--- config.mk ---
export PLATFORM = sky130hd
export DESIGN_NAME = fwd_hazard_ctrl
export DESIGN_NICKNAME = d
export VERILOG_FILES = /design/src/rtl/fwd_hazard_ctrl.sv
export SDC_FILE = /design/constraint.sdc
export NUM_CORES = 1
export LEC_CHECK = 0
export CAP_MARGIN = 10
export CORE_ASPECT_RATIO = 0.7
export CORE_UTILIZATION = 31
export CTS_CLUSTER_SIZE = 12
export DETAILED_ROUTE_END_ITERATION = 7
export GPL_ROUTABILITY_DRIVEN = 1
export GPL_TIMING_DRIVEN = 0
export PLACE_DENSITY = 0.95
export SYNTH_ARGS = -nofsm -noshare
export SYNTH_HDL_FRONTEND = slang
export SYNTH_SLANG_ARGS = --single-unit
--- constraint.sdc ---
create_clock -name clk -period 2 [get_ports clk]
set_input_delay 0.2 -clock clk [delete_from_list [all_inputs] [get_ports clk]]
set_output_delay 0.2 -clock clk [all_outputs]
set_load 0.1 [all_outputs]
--- src/rtl/fwd_hazard_ctrl.sv ---
// rtl/fwd_hazard_ctrl.sv - EX operand forwarding selects and load-use stall sequencer (optional stats via FWD_STATS_EN)
module fwd_hazard_ctrl #(
   parameter int LOAD_STALL_CYCLES = 1
) (
   input  logic        clk,
   input  logic        rst,
   input  logic [4:0]  id_rs1,
   input  logic [4:0]  id_rs2,
   input  logic [4:0]  id_ex_rs1,
   input  logic [4:0]  id_ex_rs2,
   input  logic [4:0]  id_ex_rd,
   input  logic        id_ex_mem_read,
   input  logic [4:0]  ex_mem_rd,
   input  logic        ex_mem_reg_write,
   input  logic [4:0]  mem_wb_rd,
   input  logic        mem_wb_reg_write,
   input  logic        flush,
   output logic [1:0]  fwd_a,
   output logic [1:0]  fwd_b,
   output logic        stall,
   output logic        pc_write,
   output logic        if_id_write,
   output logic        id_ex_bubble,
   output logic [31:0] stall_count,
   output logic [31:0] fwd_count
);

   typedef enum logic [0:0] {IDLE, STALL} state_t;

   state_t      r_state;
   state_t      w_next_state;
   logic [1:0]  r_cnt;
   logic [1:0]  w_next_cnt;
   logic        w_hazard;
   logic        w_stall;
   logic [1:0]  w_fwd_a;
   logic [1:0]  w_fwd_b;

   // Forward select for operand A: the younger producer in EX/MEM wins over MEM/WB; x0 never forwards
   always_comb begin
      w_fwd_a = 2'b00;
      if (!rst) begin
         if (ex_mem_reg_write && (ex_mem_rd != 5'd0) && (ex_mem_rd == id_ex_rs1))
            w_fwd_a = 2'b01;
         else if (mem_wb_reg_write && (mem_wb_rd != 5'd0) && (mem_wb_rd == id_ex_rs1))
            w_fwd_a = 2'b10;
      end
   end

   // Forward select for operand B, same priority rule as operand A
   always_comb begin
      w_fwd_b = 2'b00;
      if (!rst) begin
         if (ex_mem_reg_write && (ex_mem_rd != 5'd0) && (ex_mem_rd == id_ex_rs2))
            w_fwd_b = 2'b01;
         else if (mem_wb_reg_write && (mem_wb_rd != 5'd0) && (mem_wb_rd == id_ex_rs2))
            w_fwd_b = 2'b10;
      end
   end

   assign w_hazard = id_ex_mem_read && (id_ex_rd != 5'd0) &&
                     ((id_ex_rd == id_rs1) || (id_ex_rd == id_rs2));

   // Stall state register; reset aborts any stall in progress
   always_ff @(posedge clk or posedge rst) begin
      if (rst) begin
         r_state <= IDLE;
         r_cnt   <= 2'd0;
      end else begin
         r_state <= w_next_state;
         r_cnt   <= w_next_cnt;
      end
   end

   // Next-state and stall decode; the first stall cycle comes from IDLE, extra cycles are counted in STALL
   always_comb begin
      w_next_state = r_state;
      w_next_cnt   = r_cnt;
      w_stall      = 1'b0;
      case (r_state)
         IDLE: begin
            w_stall = w_hazard && !flush;
            if (w_stall && (LOAD_STALL_CYCLES > 1)) begin
               w_next_state = STALL;
               w_next_cnt   = 2'(LOAD_STALL_CYCLES - 1);
            end
         end
         STALL: begin
            w_stall    = !flush;
            w_next_cnt = r_cnt - 2'd1;
            if (r_cnt == 2'd1)
               w_next_state = IDLE;
         end
         default: begin
            w_next_state = IDLE;
            w_next_cnt   = 2'd0;
         end
      endcase
      if (flush) begin
         w_next_state = IDLE;
         w_next_cnt   = 2'd0;
      end
   end

   assign fwd_a        = w_fwd_a;
   assign fwd_b        = w_fwd_b;
   assign stall        = w_stall && !rst;
   assign pc_write     = !stall;
   assign if_id_write  = !stall;
   assign id_ex_bubble = stall;

`ifdef FWD_STATS_EN
   logic [31:0] r_stall_count;
   logic [31:0] r_fwd_count;

   // Saturating activity counters, cleared only by reset
   always_ff @(posedge clk or posedge rst) begin
      if (rst) begin
         r_stall_count <= 32'd0;
         r_fwd_count   <= 32'd0;
      end else begin
         if (stall && (r_stall_count != 32'hFFFF_FFFF))
            r_stall_count <= r_stall_count + 32'd1;
         if (((w_fwd_a != 2'b00) || (w_fwd_b != 2'b00)) && (r_fwd_count != 32'hFFFF_FFFF))
            r_fwd_count <= r_fwd_count + 32'd1;
      end
   end

   assign stall_count = r_stall_count;
   assign fwd_count   = r_fwd_count;
`else
   assign stall_count = 32'd0;
   assign fwd_count   = 32'd0;
`endif

endmodule
# Word level (Yosys, flattened, before mapping)
# Cells that the tools add are included.
# totals
wordCells,41
romBits,0
n_memories,0
ramBits,0
output_inout_bits,72
latch_bits,0
register_bits,3
input_bits,41
# classes
n_shift,0
multipliers,0
n_lt_le_gt_ge,0
n_eq_ne,7
n_bitwise,1
reduce_logical,18
n_mux,12
add_sub_neg,1
div_mod_pow,0
# ops
op,n
$eq A5 B5 Y1,6
$mux W2,8
$reduce_bool A5 Y1,3
$logic_and A1 B1 Y1,10
$logic_not A1 Y1,3
$mux W1,3
$eq A2 B1 Y1 const B,1
$pmux W1 S2,1
$reduce_bool A2 Y1,1
$sub A2 B1 Y2 const B,1
$logic_or A1 B1 Y1,1
$not A1 Y1,1

# Longest topological paths before layout
# depth
depth_word,7
mapped_depth,5
ltp_nobuf,4

# Least setup slack after synthesis
# Ideal clock, no wire load.
# synth_path
path_kind,input -> output
start,input ex_mem_rd[4]
end,output fwd_a[0]
required_ns,1.800
t_arrival_ns,3.276
stages,3
path_slack_ns,-1.476
n_path_buf,0
path_cell_list,or4_1 o21ai_2 nor4_1
# synth_between
elab_chain_len,5
word_cells_on_any_way,6
cone_classes,eq/ne (1); mux (2); reduce/logical (3)
# synth_rtl
element,line_no,text
"start, declared",13,"input logic [4:0] ex_mem_rd,"
$reduce_bool A5 Y1,43,if (ex_mem_reg_write && (ex_mem_rd != 5'd0) && (ex_mem_rd == id_ex_rs1))
$logic_and A1 B1 Y1,43,
$logic_and A1 B1 Y1 *,43,
$mux W2 *,43,
$mux W2 *,42,if (!rst) begin
"end, declared",18,"output logic [1:0] fwd_a,"
# Every way passes the cells marked *; elsewhere a longest branch is shown, timed or not.

# Worst setup path in the final report
# layout_path
start,input mem_wb_reg_write
end,output fwd_b[1]
# layout_between
elab_chain_len,5
# layout_rtl
element,line_no,text
"start, declared",16,"input logic mem_wb_reg_write,"
$logic_and A1 B1 Y1 (2 in series),56,else if (mem_wb_reg_write && (mem_wb_rd != 5'd0) && (mem_wb_rd == id_ex_rs2))
$mux W2,56,
$mux W2,54,if (ex_mem_reg_write && (ex_mem_rd != 5'd0) && (ex_mem_rd == id_ex_rs2))
$mux W2,53,if (!rst) begin
"end, declared",19,"output logic [1:0] fwd_b,"
# Every way passes these cells.

==> flow_summary.yaml <==
outcome:
  result_of_the_run: "finished clean"
critical_path:
  timing.critical_path.buf_inv: 2
  crit_fanout: 2
  timing.critical_path.slowest_cell_delay_ns: 0.46
  path_class: "in -> out"
  start_kind: "input port"
  critical_path.top_delay_family: "simple AND/OR/NAND/NOR gates"
  crit_path_top_delay_cell: "sky130_fd_sc_hd__clkdlybuf4s50_1"
  worstPathArrival_ns: 1.78
  cp_cell_sequence: "clkdlybuf4s50_1, o211ai_1, or4_4, nor4_4, buf_6"
  endpoint_kind_of_the_worst_setup_timing_path: "primary output"
  cp_data_required_time_ns: 1.80
die:
  die_x_um: 72.0
  core_region_area_um2: 3210
  fp.dieArea_um2: 3670
  die_height_um: 51.0
  design.portCount: 113
  initial_utilization: 0.331
  placement_rows: 17
logic_synthesis:
  synth.cell_area_um2: 1060
  post_synthesis_average_cell_area_um2: 7.93
  postSynthCellCount: 134
  yosys_register_bits: 3
  synthesis.yosys.warnings: 0
  synth_seq_area_share: 0.0707
  post_synthesis_cell_type_count: 23
layout:
  layout-area-overhead-vs-synth_pct: 81.5
  nets: 293
  proportion_of_layout_cells_with_a_drive_suffix_above_1: 0.360
  finalNonFillerCells: 297
  antennaDiodeCount: 0
place:
  hpwl_um: 2600
  placed_cells_incl_taps: 292
  place.port_buffers: 48
  pre_cts_slack_ns: -1.18
  place.gp.congestion: 0.821
detailed_routing:
  dr.pass1.iters: 4
  remaining_routing_drc_violations: 0
  final_antenna_net_count: 0
  post_dr_wirelength_cell_um: 9.53
  detail_route.iter0.violations: 39
  finalWirelength_um: 2830
  vias_per_cell: 3.46
  detailroute.via_count: 1029
power:
  power_leakage_nw: 1.01
  powerDensity_nw_per_um2: 547
  peakVddDrop_v: 0.000270
sta:
  hold_ws_ns: 0.0758
  achievable_clock_frequency_mhz: 505
  finalMaxSlewViolations: 0
  final-hold-violation-count: 0
  layout_skew_ns: 0.000889
  grt_setup_unrepaired: "true"
  fin_crit_ns: 1.98
  post-route-period-util: 0.990
  finalSetupViolCount: 0
  setup-tns-final_ns: 0
  post-route-worst-setup-slack_ns: 0.0197
clocking:
  ctsHtreeMaxLevel: 1
  clk_pin_slew_worst_paths_ns: 0.03
  cts_inserted_buffers: 3
  clk-insertion-delay-late_ns: 0.21
  cts_root_buf: "sky130_fd_sc_hd__clkbuf_8"
  cts_hold_repair.buffers: 0
  clock_sink_count: 3
  cts_tree: "built"
  max-clock-path-buffers: 2
grt:
  antenna_found_initial: 0
  track_usage: 0.142
  via_count_of_the_first_global_routing_pass: 856
  largest_net_degree_at_the_start_of_global_routing: 6
  grt_overflow: 0
  grt_pass1_wl_um: 4040
job:
  max_cap_violations: 0
min_path:
  min_path_type: "in -> async"
-- cell usage in the layout (no fill, tap or decap), drive strengths merged, types with 2 or more instances in the layout --
| master | synthesis | final |
|---|---|---|
| conb | 1 | 64 |
| or4 | 4 | 4 |
| dlygate4sd2 | 0 | 19 |
| clkbuf | 0 | 5 |
| buf | 66 | 74 |
| inv | 2 | 2 |
| nand3 | 4 | 4 |
| dfrtp | 3 | 3 |
| nand2 | 4 | 4 |
| clkdlybuf4s50 | 0 | 21 |
| nor4 | 4 | 4 |
| nor3 | 2 | 2 |
| nor2 | 3 | 3 |
| xnor2 | 21 | 21 |
| xor2 | 10 | 10 |
-- synth_stat cells (all sizes together) --
cell type,n,area [um^2]
nor3,2,10.0
o22ai,1,6.26
or4,4,30.0
nor4,4,37.5
or3,1,6.26
ha,1,12.5
nand2,4,15.0
a22o,1,8.76
nand3,4,20.0
xnor2,21,184
xor2,10,87.6
inv,2,7.51
dfrtp,3,75.1
a22oi,1,7.51
buf,66,495
mux2i,1,10.0
o211ai,1,7.51
conb,1,3.75
o311a,1,10.0
o21ai,1,8.76
nor3b,1,7.51
nor2,3,11.3
-- through the flow --
step,instance area [um^2],power (mW),utilization
6_report,1930,1.05,0.600
5_1_grt,1930,1.09,0.600
4_1_cts,1920,1.05,0.598
3_5_place_dp,1890,0.883,0.588
3_3_place_gp,1890,0.877,0.588
2_1_floorplan,1350,0.768,-
-- metal layers --
metal	wire, um	vias to the layer above	GRT usage
met5	0	-	0
met4	24	0	0.0392
met3	102	2	0.0217
met2	1570	35	0.266
met1	1130	451	0.169
li1	-	541	-
-- worst paths after layout --
kind                                   from  endpoint  slack [ns]  cells past startpoint
max                        mem_wb_reg_write  fwd_b[1]        0.02                      5
min                                     rst   r_state        0.08                      2
max reg2reg                        r_cnt[0]  r_cnt[1]        1.02                      3
min reg2reg                        r_cnt[1]  r_cnt[1]        0.52                      2
max in group asynchronous               rst  r_cnt[1]        1.81                      2
min in group clk                   r_cnt[1]  r_cnt[1]        0.52                      2
-- state kept, by name, summed over array words and instances, names as in the netlist --
name     flops
r_state      1
r_cnt        2
-- cells by family (layout without fill, tap and decap cells) --
family                   count (synthesis)  in the layout  synth area share
buffers and inverters                   68            121             0.474
XOR/XNOR                                31             31             0.256
AND/OR/NAND/NOR                         23             23             0.130
AO/OA/AOI/OAI                            6              6            0.0459
flip-flops                               3              3            0.0707
adder cells (fa/ha/maj)                  1              1            0.0118
other                                    1             64           0.00353
multiplexers                             1              1           0.00942
-- final cells by class --
cell class,count,area [um^2]
multi-input combinational,126,782
clock buffer,4,45.0
sequential,3,75.1
inverter,2,7.51
buffer,66,503
fill,288,1280
timing repair buffer,49,457
tap,47,58.8
-- power breakdown --
| part | internal (mW) | switching (mW) | total, mW |
|---|---|---|---|
| Combinational | 0.191 | 0.632 | 0.824 |
| Sequential | 0.0612 | 0.0000000000000000562 | 0.0612 |
| Clock | 0.135 | 0.0344 | 0.170 |
-- repair_timing --
item,in CTS,in global routing
pin swaps,2,1
endpoints found under the setup margin,8,5
setup buffers,1,0
resized for setup,73,2
Power figures use the tool's default switching activity.
==> RTL edit, RTL diff (same settings) <==
Add a define of `FWD_STATS_EN`.
--- a/src/rtl/fwd_hazard_ctrl.sv
+++ b/src/rtl/fwd_hazard_ctrl.sv
@@ -1,3 +1,5 @@
 // rtl/fwd_hazard_ctrl.sv - EX operand forwarding selects and load-use stall sequencer (optional stats via FWD_STATS_EN)
+`define FWD_STATS_EN
+
 module fwd_hazard_ctrl #(
    parameter int LOAD_STALL_CYCLES = 1
Check against the original RTL: not equivalent (a bounded check fails within 4 cycles, from zero or initial values and one cycle with rst high).
==> RTL edit against the unedited design <==
- the run now ends with negative setup slack left
- hold slack better by 0.21 ns
- maximum frequency is 2.7% lower
- worst setup slack got worse by 0.055 ns
- utilization decreased by 6.3 points
- synthesized area rose to 3.5 times the old value
- total power rose to 3.8 times the old value
- die area rose to 3.4 times the old value
- design area grew to 3.3 times the old value
- final cell count increased by 140%
- highest routed layer unchanged
- sequential cell count increased by 64
- count of clock-buffer cells in the layout is 9 higher
- critical path type is now flip-flop to flip-flop
- wire length increased to 4.0 times the old value
==> RTL edit: results (changes against the unedited design) <==
[layout]
seq_share_pct=27.80  ; +24 points
clock_area_share_pct=4.460  ; +2.1 points
nMultiInputCombCells=282  ; +120%
buffer_area_share_pct=24.05  ; -26 points

[sta]
worst_slack_ns=-0.03492  ; -0.05465 ns
setup_viol_count_final=4  ; +4

[run_status]
failed_checks=negative setup slack
status=finished, violations left

[grt]
use_met3_pct=4.607  ; +2.4 points
grtUsageMet2_pct=31.28  ; +4.7 points
met1_usage_pct=21.91  ; +5.0 points
grt_usage_pct=18.31  ; +4.1 points

[worst_setup_path]
r2r_start=stall_count[2]
cp_data_arrival_time_ns=2.29  ; +0.51 ns
cpPeakStageDelay_ns=0.57  ; +0.11 ns
critPathMaxFanout=6  ; +4

[synth]
ys_seq_area_share_pct=45.15  ; +38 points
synth_xor_area_share_pct=20.99  ; -4.6 points
synthTopCellsByArea=dfrtp_1 (45%), xnor2_1 (13%), xor2_1 (8.3%)
avgSynthCellArea_sq_um=10.23  ; +29%
synth.distinct_cells=45  ; +96%

[drt]
met1_length_um=4793  ; +320%
met3WireLength_um=491  ; +380%

[place]
gp_congestion=0.9214  ; +12%

[die]
core_region_area_sq_mm=0.01169  ; +260%

[clocking]
insertion_delay_ns=0.34  ; +0.13 ns

## RTL edit: worst min path at each step
stage | start | to | slack [ns] | cells past startpoint
2_1_floorplan | flush | r_cnt[0] | 0.27 | 1
3_3_place_gp | stall_count[31] | stall_count[31] | 0.46 | 1
3_5_place_dp | fwd_count[30] | fwd_count[30] | 0.47 | 1
4_1_cts | rst | stall_count[7] | 0.33 | 2
5_1_grt | flush | r_cnt[1] | 0.28 | 2
6_report | flush | r_cnt[1] | 0.29 | 2
## RTL edit: kinds of logic after synthesis
kind of cell | Yosys count
and+or+nand+nor | 174
muxes | 7
AOI/OAI and AO/OA | 9
buffers and inverters | 14
xor gates and xnor gates | 89
adders and majority gates | 3
DFF | 67
## RTL edit: power by group
part | internal [W] | leakage, nW | switching, W
Combinational | 0.000294 | 1.86 | 0.000677
Clock | 0.000962 | 0.138 | 0.000566
Sequential | 0.00142 | 0.825 | 0.0000923
Total | 0.00268 | 2.83 | 0.00134
